**src/rtl/ddr3_dma_arbiter.sv**
```systemverilog
// ddr3_dma_arbiter: two-channel Avalon-MM burst arbiter for the DDR3 port.
//   Channel 0 = read DMA, channel 1 = write DMA. Grants are held for a whole
//   burst. Outstanding read bursts are tracked in a tag FIFO so returning
//   readdatavalid beats reach the channel that issued them.
// Ports:
//   clk, reset            single clock, synchronous active-high reset
//   c0_*/c1_*             Avalon-MM slave side of each requester
//   m_*                   Avalon-MM master to the DDR3 controller
//   busy                  arbiter in a burst or reads still outstanding
// Build option:
//   DDR3_DMA_ARB_FIXED_PRIO_EN  defined: channel 0 wins every contested
//                               arbitration (no round-robin pointer).
module ddr3_dma_arbiter #(
  parameter int unsigned ADDR_W  = 27,
  parameter int unsigned DATA_W  = 64,
  parameter int unsigned BURST_W = 4,
  parameter int unsigned RD_TAGS = 8
) (
  input  logic                  clk,
  input  logic                  reset,
  input  logic [ADDR_W-1:0]     c0_address,
  input  logic                  c0_read,
  input  logic                  c0_write,
  input  logic [BURST_W-1:0]    c0_burstcount,
  input  logic [DATA_W-1:0]     c0_writedata,
  input  logic [DATA_W/8-1:0]   c0_byteenable,
  output logic                  c0_waitrequest,
  output logic [DATA_W-1:0]     c0_readdata,
  output logic                  c0_readdatavalid,
  input  logic [ADDR_W-1:0]     c1_address,
  input  logic                  c1_read,
  input  logic                  c1_write,
  input  logic [BURST_W-1:0]    c1_burstcount,
  input  logic [DATA_W-1:0]     c1_writedata,
  input  logic [DATA_W/8-1:0]   c1_byteenable,
  output logic                  c1_waitrequest,
  output logic [DATA_W-1:0]     c1_readdata,
  output logic                  c1_readdatavalid,
  output logic [ADDR_W-1:0]     m_address,
  output logic                  m_read,
  output logic                  m_write,
  output logic [BURST_W-1:0]    m_burstcount,
  output logic [DATA_W-1:0]     m_writedata,
  output logic [DATA_W/8-1:0]   m_byteenable,
  input  logic                  m_waitrequest,
  input  logic [DATA_W-1:0]     m_readdata,
  input  logic                  m_readdatavalid,
  output logic                  busy
);

  localparam int unsigned PTR_W = $clog2(RD_TAGS);
  localparam int unsigned CNT_W = PTR_W + 1;

  typedef enum logic [1:0] {S_IDLE, S_WR_BURST, S_RD_CMD} state_t;

  state_t              r_state;
  logic                r_gnt;
`ifndef DDR3_DMA_ARB_FIXED_PRIO_EN
  logic                r_rr;
`endif
  logic [BURST_W-1:0]  r_wr_cnt;
  logic [BURST_W-1:0]  r_wr_bc;
  logic [BURST_W-1:0]  r_rd_cnt;
  logic [PTR_W-1:0]    r_wptr;
  logic [PTR_W-1:0]    r_rptr;
  logic [CNT_W-1:0]    r_count;
  logic                r_tag_ch [RD_TAGS];
  logic [BURST_W-1:0]  r_tag_bc [RD_TAGS];

  logic                w_tag_full;
  logic                w_tag_empty;
  logic                w_req0;
  logic                w_req1;
  logic                w_any_req;
  logic                w_win;
  logic                w_win_write;
  logic [BURST_W-1:0]  w_win_bc;
  logic                w_sel_read;
  logic                w_sel_write;
  logic                w_granted;
  logic                w_push;
  logic                w_wr_acc;
  logic                w_wr_last;
  logic                w_rd_beat;
  logic                w_head_ch;
  logic                w_pop;

  assign w_tag_full  = (r_count == CNT_W'(RD_TAGS));
  assign w_tag_empty = (r_count == '0);

  // Eligibility: a read needs a free tag slot, a write never waits on tags.
  assign w_req0    = c0_write | (c0_read & ~w_tag_full);
  assign w_req1    = c1_write | (c1_read & ~w_tag_full);
  assign w_any_req = w_req0 | w_req1;

`ifdef DDR3_DMA_ARB_FIXED_PRIO_EN
  assign w_win = ~w_req0;
`else
  assign w_win = (w_req0 & w_req1) ? r_rr : w_req1;
`endif

  assign w_win_write = w_win ? c1_write : c0_write;
  assign w_win_bc    = w_win ? c1_burstcount : c0_burstcount;

  // Master side follows the granted channel combinationally.
  assign w_sel_read   = r_gnt ? c1_read : c0_read;
  assign w_sel_write  = r_gnt ? c1_write : c0_write;
  assign m_address    = r_gnt ? c1_address : c0_address;
  assign m_burstcount = r_gnt ? c1_burstcount : c0_burstcount;
  assign m_writedata  = r_gnt ? c1_writedata : c0_writedata;
  assign m_byteenable = r_gnt ? c1_byteenable : c0_byteenable;
  assign m_read       = (r_state == S_RD_CMD) & w_sel_read;
  assign m_write      = (r_state == S_WR_BURST) & w_sel_write;

  assign w_granted      = (r_state != S_IDLE);
  assign c0_waitrequest = (w_granted & ~r_gnt) ? m_waitrequest : 1'b1;
  assign c1_waitrequest = (w_granted &  r_gnt) ? m_waitrequest : 1'b1;

  assign w_push    = m_read & ~m_waitrequest;
  assign w_wr_acc  = m_write & ~m_waitrequest;
  assign w_wr_last = ((r_wr_cnt + BURST_W'(1)) == r_wr_bc);

  // Read return steering by the head tag; beats with no tag are dropped.
  assign w_rd_beat        = m_readdatavalid & ~w_tag_empty;
  assign w_head_ch        = r_tag_ch[r_rptr];
  assign w_pop            = w_rd_beat & ((r_rd_cnt + BURST_W'(1)) == r_tag_bc[r_rptr]);
  assign c0_readdatavalid = w_rd_beat & ~w_head_ch;
  assign c1_readdatavalid = w_rd_beat &  w_head_ch;
  assign c0_readdata      = m_readdata;
  assign c1_readdata      = m_readdata;

  assign busy = w_granted | ~w_tag_empty;

  // Arbitration FSM, burst counters and tag FIFO pointers.
  always_ff @(posedge clk) begin
    if (reset) begin
      r_state  <= S_IDLE;
      r_gnt    <= 1'b0;
`ifndef DDR3_DMA_ARB_FIXED_PRIO_EN
      r_rr     <= 1'b0;
`endif
      r_wr_cnt <= '0;
      r_wr_bc  <= '0;
      r_rd_cnt <= '0;
      r_wptr   <= '0;
      r_rptr   <= '0;
      r_count  <= '0;
    end else begin
      case (r_state)
        S_IDLE: begin
          if (w_any_req) begin
            r_gnt   <= w_win;
            r_wr_bc <= w_win_bc;
            r_state <= w_win_write ? S_WR_BURST : S_RD_CMD;
          end
        end
        S_RD_CMD: begin
          if (w_push) begin
`ifndef DDR3_DMA_ARB_FIXED_PRIO_EN
            r_rr    <= ~r_gnt;
`endif
            r_state <= S_IDLE;
          end
        end
        S_WR_BURST: begin
          if (w_wr_acc) begin
            if (w_wr_last) begin
              r_wr_cnt <= '0;
`ifndef DDR3_DMA_ARB_FIXED_PRIO_EN
              r_rr     <= ~r_gnt;
`endif
              r_state  <= S_IDLE;
            end else begin
              r_wr_cnt <= r_wr_cnt + BURST_W'(1);
            end
          end
        end
        default: r_state <= S_IDLE;
      endcase

      if (w_push) begin
        r_wptr <= r_wptr + PTR_W'(1);
      end

      if (w_rd_beat) begin
        if (w_pop) begin
          r_rd_cnt <= '0;
          r_rptr   <= r_rptr + PTR_W'(1);
        end else begin
          r_rd_cnt <= r_rd_cnt + BURST_W'(1);
        end
      end

      case ({w_push, w_pop})
        2'b10:   r_count <= r_count + CNT_W'(1);
        2'b01:   r_count <= r_count - CNT_W'(1);
        default: r_count <= r_count;
      endcase
    end
  end

  // Tag storage; validity is tracked by the pointers, so no reset needed.
  always_ff @(posedge clk) begin
    if (w_push) begin
      r_tag_ch[r_wptr] <= r_gnt;
      r_tag_bc[r_wptr] <= m_burstcount;
    end
  end

endmodule

```
**config.mk**
```make
export PLATFORM = sky130hd
export DESIGN_NAME = ddr3_dma_arbiter
export DESIGN_NICKNAME = d
export VERILOG_FILES = /design/src/rtl/ddr3_dma_arbiter.sv
export SDC_FILE = /design/constraint.sdc
export NUM_CORES = 1
export LEC_CHECK = 0
export CAP_MARGIN = 40
export CORE_AREA = 5 5 199 201
export DETAILED_ROUTE_END_ITERATION = 6
export DIE_AREA = 0 0 204 206
export GPL_TIMING_DRIVEN = 0
export PLACE_DENSITY = 0.43
export RECOVER_POWER = 25
export SYNTH_ARGS = -nofsm -noshare
export SYNTH_HDL_FRONTEND = slang
export SYNTH_SLANG_ARGS = --single-unit
export TNS_END_PERCENT = 20
```
**constraint.sdc**
```tcl
create_clock -name clk -period 3.8 [get_ports clk]
set_clock_uncertainty 0.2 [all_clocks]
set_input_delay 0.95 -clock clk [delete_from_list [all_inputs] [get_ports clk]]
set_output_delay 0.95 -clock clk [all_outputs]
set_load 0.005 [all_outputs]
```
==> impl_metrics.csv, run 1 <==
group,metric,value,unit
die,num_rows,71,
logic_synthesis,synth_ff_type,"edfxtp_1",
pwr,switching_share,24.6,%
timing,hold_slack,0.277,ns
drt,post_drt_wl_per_cell,17.6,um
drt,firstDrtPassIters,4,
die,core,0.0374,mm2
layout,drive_gt1_share,27.5,%
logic_synthesis,synth_cells,496,
global_route,grt_max_degree,11,
drt,first_iter_violations,160,
layout,areaGrowthSynthToFinish,103,%
die,die_area,0.0420,mm2
setup_path,crit_type,"flip-flop to output port",
timing,finalHoldViolations,0,
clock_network,max-clock-path-buffers,2,
timing,worstMarginPinSlew,0.940,ns
global_route,grt_pass1_wl,35500,um
logic_synthesis,synth_cell_types,42,
clock_network,cts_root_buf,"clkbuf_16",
logic_synthesis,syn-num-nets,782,
logic_synthesis,syn_area_per_cell,10.8,um2
placement,dpl.hpwl,23500,um
setup_path,crit_fanout,10,
logic_synthesis,async_flop_share,0,%
global_route,grt_pass1_vias,5355,
clock_network,cts_tree,"built",
placement,place_area,0.0106,mm2
timing,rsz0062_at_grt,"true",
timing,period_minus_slack,3.67,ns
pwr,p_int,1.98,mW
clock_network,cts_hold_buf,0,
status,status,"complete, no violations",
pwr,powerDensity,242,mW/mm2
timing,slew_headroom,37.1,%
timing,drv_slew,0,
setup_path,path_common_cell,"buf_2",
drt,drt-total-wl,26100,um
drt,ant_nets,0,
die,die_h,206,um
hold_path,min_path_type,"flip-flop to flip-flop",
logic_synthesis,synth_edf_count,40,
logic_synthesis,yosysWarnings,0,
placement,gp_congestion,0.810,
layout,fin_nets,1252,
global_route,antenna_found_initial,3,
setup_path,max_stage_delay,0.54,ns
setup_path,cpLargestDelayFamily,"buffers and inverters",
logic_synthesis,synth_seq_area_share,33.3,%
pwr,sequentialPowerShare,31.7,%
layout,utilization,29.0,%
timing,setup_viol,0,
pwr,combPwrFrac,40.8,%
pwr,ir_worst_vdd,0.000184,V
setup_path,critPathArrivalTime,2.52,ns
setup_path,crit_slowest_cell,"clkdlybuf4s50_1",
global_route,grt-ovfl-total,0,
timing,fin_crit_sh,96.6,%
clock_network,h-tree-depth,3,
logic_synthesis,ys_ff_latch,69,
die,die_w,204,um
pwr,power_frac_clock,27.6,%
layout,final_common_cell,"clkdlybuf4s50_1",
timing,max_freq,0.273,GHz
logic_synthesis,synth_area,0.00535,mm2
drt,num_vias,5200,
pwr,power.switching,0.648,mW
layout,fin_cells,1484,
setup_path,crit_chain,"buf_4, buf_2, buf_2, mux2_2, clkdlybuf4s50_1",
pwr,p_leak,4.05,nW
placement,portBuffers,451,
setup_path,critPathBufInv,4,
clock_network,clock_sinks,69,
setup_path,required,2.65,ns
drt,drc,0,
setup_path,start_kind,"flip-flop",
layout,layout_common_cells,"clkdlybuf4s50_1, buf_4, mux2_2",
setup_path,cp-end-kind,"output port",
placement,dp.cells,1464,
timing,setup_tns,0,ns
global_route,globalRouteTotalUtil,11.4,%
clock_network,clkTransAtPathRegs,0.05,ns
run,maxCapViolCount,0,
layout,design_area,0.0108,mm2
die,start_util,14.3,%
drt,viasPerCell,3.50,
clock_network,cts_buffers,9,
clock_network,clk_latency,0.33,ns
die,ioPinCount,516,
final cells by class:
type	count	area, um2
antenna	2	5.00
tap	511	639
inverter	5	18.8
timing repair buffer	459	4570
sequential	69	1780
fill	3927	26600
buffer	150	1080
multi-input combinational	272	2500
clock buffer	13	240
clock inverter	3	12.5
registers in the layout (all words and copies together) (netlist names), named ones only:
register  flops
r_gnt         1
r_wptr        3
r_tag_bc     32
r_count       4
r_wr_bc       4
r_rptr        3
r_tag_ch      8
r_rd_cnt      4
r_state       2
r_wr_cnt      4
r_rr          1
synth_stat cells, types with 8 or more instances:
library cell  count  area, um2
edfxtp_1         40       1200
buf_4           128        961
mux2i_1          26        260
nor2_1           29        109
dfxtp_1          29        581
xor2_1            9       78.8
mux2_2          105       1180
nand2_1          11       41.3
buf_1            11       41.3
a21oi_1          14       70.1
xnor2_1           8       70.1
timing repair:
item,CTS,global route
gates resized for setup,10,5
gates cloned,0,0
buffers inserted,0,2
pin swaps,0,1
setup endpoints to repair,55,6
cells by family (layout without fill, tap and decap cells):
kind of cell    after synthesis  after routing  synth area share (%)
compound gates               28             28                  3.25
other cells                   0              2                     0
simple gates                 79             79                  7.72
xor+xnor                     18             18                  3.23
buf+inv                     155            630                  20.2
fa+ha+maj                     8              8                  2.01
mux                         139            139                  30.3
flops                        69             69                  33.3
worst paths after layout:
path	startpoint	cells after the start	to	slack [ns]
setup reg to reg	flip-flop	13	r_count[3]$_SDFFE_PP0P_	0.31
hold / removal	r_wr_cnt[1]$_SDFFE_PP0P_	2	r_wr_cnt[1]$_SDFFE_PP0P_	0.28
hold reg to reg	r_wr_cnt[1]$_SDFFE_PP0P_	2	r_wr_cnt[1]$_SDFFE_PP0P_	0.28
setup / recovery	r_gnt$_SDFFE_PP0P_	5	m_writedata[42]	0.13
metal layers:
metal	GRT usage, %	part of all wire [%]	up-vias
li1	-	-	2567
met1	11.5	35	2339
met2	21.1	52	260
met3	5.37	10	30
met4	3.45	2.9	4
met5	0	0.096	-
power groups by stage:
stage	clock network, mW	logic [mW]	registers [mW]
2_1_floorplan	0	0.393	0.843
3_3_place_gp	0	1.09	0.848
3_5_place_dp	0	1.10	0.848
4_1_cts	0.749	1.11	0.833
5_1_grt	0.783	1.14	0.835
6_report	0.725	1.07	0.833
worst reg2reg max path: cells and delay by family (launching register included):
family	cells	cell delay [ns]
simple gates	3	0.74
compound gates	3	0.46
xor+xnor	2	0.30
flops	1	0.40
fa+ha+maj	2	0.46
buf+inv	1	0.20
mux	2	0.64
stage by stage:
step	setup slack, ns	power (mW)
2_1_floorplan	0.421	1.24
3_3_place_gp	-0.584	1.94
3_5_place_dp	-0.444	1.94
4_1_cts	0.0269	2.69
5_1_grt	-0.0197	2.76
6_report	0.131	2.63
No activity file was read; power rests on OpenSTA's default activity.
==> run 2, diff against run 1 <==
CORE_AREA = 5 5 195 197   (was 5 5 199 201)
DIE_AREA = 0 0 200 202   (was 0 0 204 206)
DONT_BUFFER_PORTS = 1   (was default)
PLACE_DENSITY = 0.3   (was 0.43)
REMOVE_ABC_BUFFERS = 1   (was default)
clock period = 3.97 ns   (was 3.8 ns; I/O delays follow)
==> run 2 against run 1 <==
Effect of this change:
- clock-buffer cell count decreased by 2
- non-clock buffer count is 600 lower
- die area shrank 3.9%
- first-iteration DRC count is 3.8% lower
- hold slack got worse by 0.0084 ns
- final cell count fell by 43%
- routed wire length rose by 24%
- combinational power is 61% lower
- core utilization down 14 points
- via count fell by 34%
- largest cell class is now multi-input gates
==> impl_metrics.csv, run 2 (same netlist as run 1, synthesis figures left out) <==
group,metric,value,unit
global_route,grt_pass1_vias,3720,
clock_network,cts_tree,"built",
clock_network,cts_root_buf,"clkbuf_16",
die,die_area,0.0404,mm2
global_route,grt-ovfl-total,0,
setup_path,crit_fanout,12,
timing,rsz0062_at_grt,"false",
drt,first_iter_violations,154,
die,die_w,200,um
clock_network,clock_sinks,69,
clock_network,clkTransAtPathRegs,0.06,ns
pwr,ir_worst_vdd,0.000165,V
timing,slew_headroom,27.7,%
global_route,grt_pass1_wl,39700,um
drt,viasPerCell,4.06,
pwr,p_leak,1.62,nW
setup_path,rr_endpoint,"r_count[3]$_SDFFE_PP0P_",
placement,dpl.hpwl,28400,um
setup_path,crit_type,"flip-flop to flip-flop",
drt,ant_nets,0,
global_route,antenna_found_initial,13,
drt,firstDrtPassIters,4,
setup_path,required,4.04,ns
hold_path,min_path_type,"flip-flop to flip-flop",
timing,setup_viol,0,
status,status,"complete, no violations",
setup_path,regToRegSetupSlack,0.32,ns
placement,gp_congestion,0.865,
drt,drt-total-wl,32300,um
layout,fin_nets,652,
timing,finalWorstSetupSlack,0.323,ns
layout,areaGrowthSynthToFinish,-1.71,%
drt,post_drt_wl_per_cell,38.3,um
clock_network,cts_buffers,9,
clock_network,cts_hold_buf,0,
run,maxCapViolCount,0,
clock_network,h-tree-depth,3,
layout,drive_gt1_share,35.8,%
setup_path,reg2regPathDepth,12,
timing,period_minus_slack,3.65,ns
setup_path,critical_path.endpoint,"r_count[3]$_SDFFE_PP0P_",
layout,layout_common_cells,"mux2_2, edfxtp_1, nor2_1",
setup_path,max_stage_delay,0.59,ns
placement,place_area,0.00495,mm2
die,start_util,14.8,%
die,ioPinCount,516,
layout,utilization,14.6,%
placement,portBuffers,0,
layout,final_common_cell,"mux2_2",
layout,design_area,0.00526,mm2
setup_path,crit_slowest_cell,"mux4_1",
setup_path,critPathArrivalTime,3.72,ns
hold_path,min_delay_path_depth,2,
setup_path,start_kind,"flip-flop",
setup_path,crit_chain,"mux2i_1, mux4_1, xnor2_1, nand4_2, nor2_4, ha_1, ha_1, a21o_1, a21oi_1, xnor2_1, or3_1, a21oi_1",
setup_path,cp-end-kind,"flip-flop",
drt,drc,0,
die,num_rows,70,
layout,largest_register,"r_tag_bc",
pwr,powerDensity,377,mW/mm2
die,die_h,202,um
placement,pre_cts_ws,-0.0967,ns
global_route,globalRouteTotalUtil,15.0,%
layout,largest_reg_flops,32,
clock_network,max-clock-path-buffers,2,
die,core,0.0361,mm2
timing,max_freq,0.274,GHz
hold_path,hold_path.startpoint,"r_rd_cnt[1]$_SDFFE_PP0P_",
timing,finalHoldViolations,0,
timing,fin_crit_sh,91.9,%
global_route,grt_max_degree,74,
drt,num_vias,3419,
layout,top_regs,"r_tag_bc x32, r_tag_ch x8",
timing,worstMarginPinSlew,1.08,ns
timing,drv_slew,0,
clock_network,clk_latency,0.34,ns
==> run 2: cell count changes in the layout (fill, tap and decap cells not counted), moves of 4 or more <==
cell             delta
buf_2               -5
buf_4             -130
buf_1               -4
clkbuf_1            -9
dlygate4sd3_1      -25
clkdlybuf4s50_1   -426
==> run 2: how the worst min path moves through the flow <==
stage,end,slack [ns]
floorplan,r_rd_cnt[1]$_SDFFE_PP0P_,0.24
global placement,r_rd_cnt[1]$_SDFFE_PP0P_,0.26
detailed placement,r_rd_cnt[1]$_SDFFE_PP0P_,0.26
CTS,r_rd_cnt[1]$_SDFFE_PP0P_,0.27
global route,r_rd_cnt[1]$_SDFFE_PP0P_,0.29
finish,r_rd_cnt[1]$_SDFFE_PP0P_,0.27
==> run 2: worst max-delay path, delay by kind of cell, from the launching register on <==
family	cells	cell delay (ns)
compound gates	3	0.48
xor+xnor	2	0.30
fa+ha+maj	2	0.47
flops	1	0.58
mux	2	0.74
simple gates	3	0.81
==> run 2: timing repair <==
item,in CTS,in global routing
buffers inserted,0,1
setup endpoints to repair,1,1
resized for setup,1,2
==> run 2: where the power goes <==
group	switching (mW)	internal (mW)
clock	0.300	0.460
sequential	0.0243	0.781
combinational	0.256	0.162
total	0.580	1.40
==> run 2: cell type report <==
cell class,instances,area (um2)
repair buffers,9,72.6
clock inverters,5,35.0
well taps,468,586
diodes,3,7.51
clock buffers,11,254
fillers,4060,30800
flip-flops and latches,69,1790
inverters,5,18.8
multi-input cells,272,2500
==> run 2: stage by stage <==
step                      std cells  hold slack [ns]  setup TNS, ns  power (mW)
after floorplan                 346            0.243         -91.70        1.08
after global placement          814            0.255        -292.92        1.25
after detailed placement        822            0.263        -0.0967        1.25
after CTS                       838            0.271              0        2.02
after global routing            842            0.292              0        2.07
final                           842            0.268              0        1.98
==> run 2: metal layers <==
metal	part of all wire, %	vias to the layer above	GRT usage, %
met5	0.83	-	3.46
met4	0.90	18	1.89
met3	22	42	17.3
met2	36	381	18.3
met1	40	1603	17.4
li1	-	1375	-
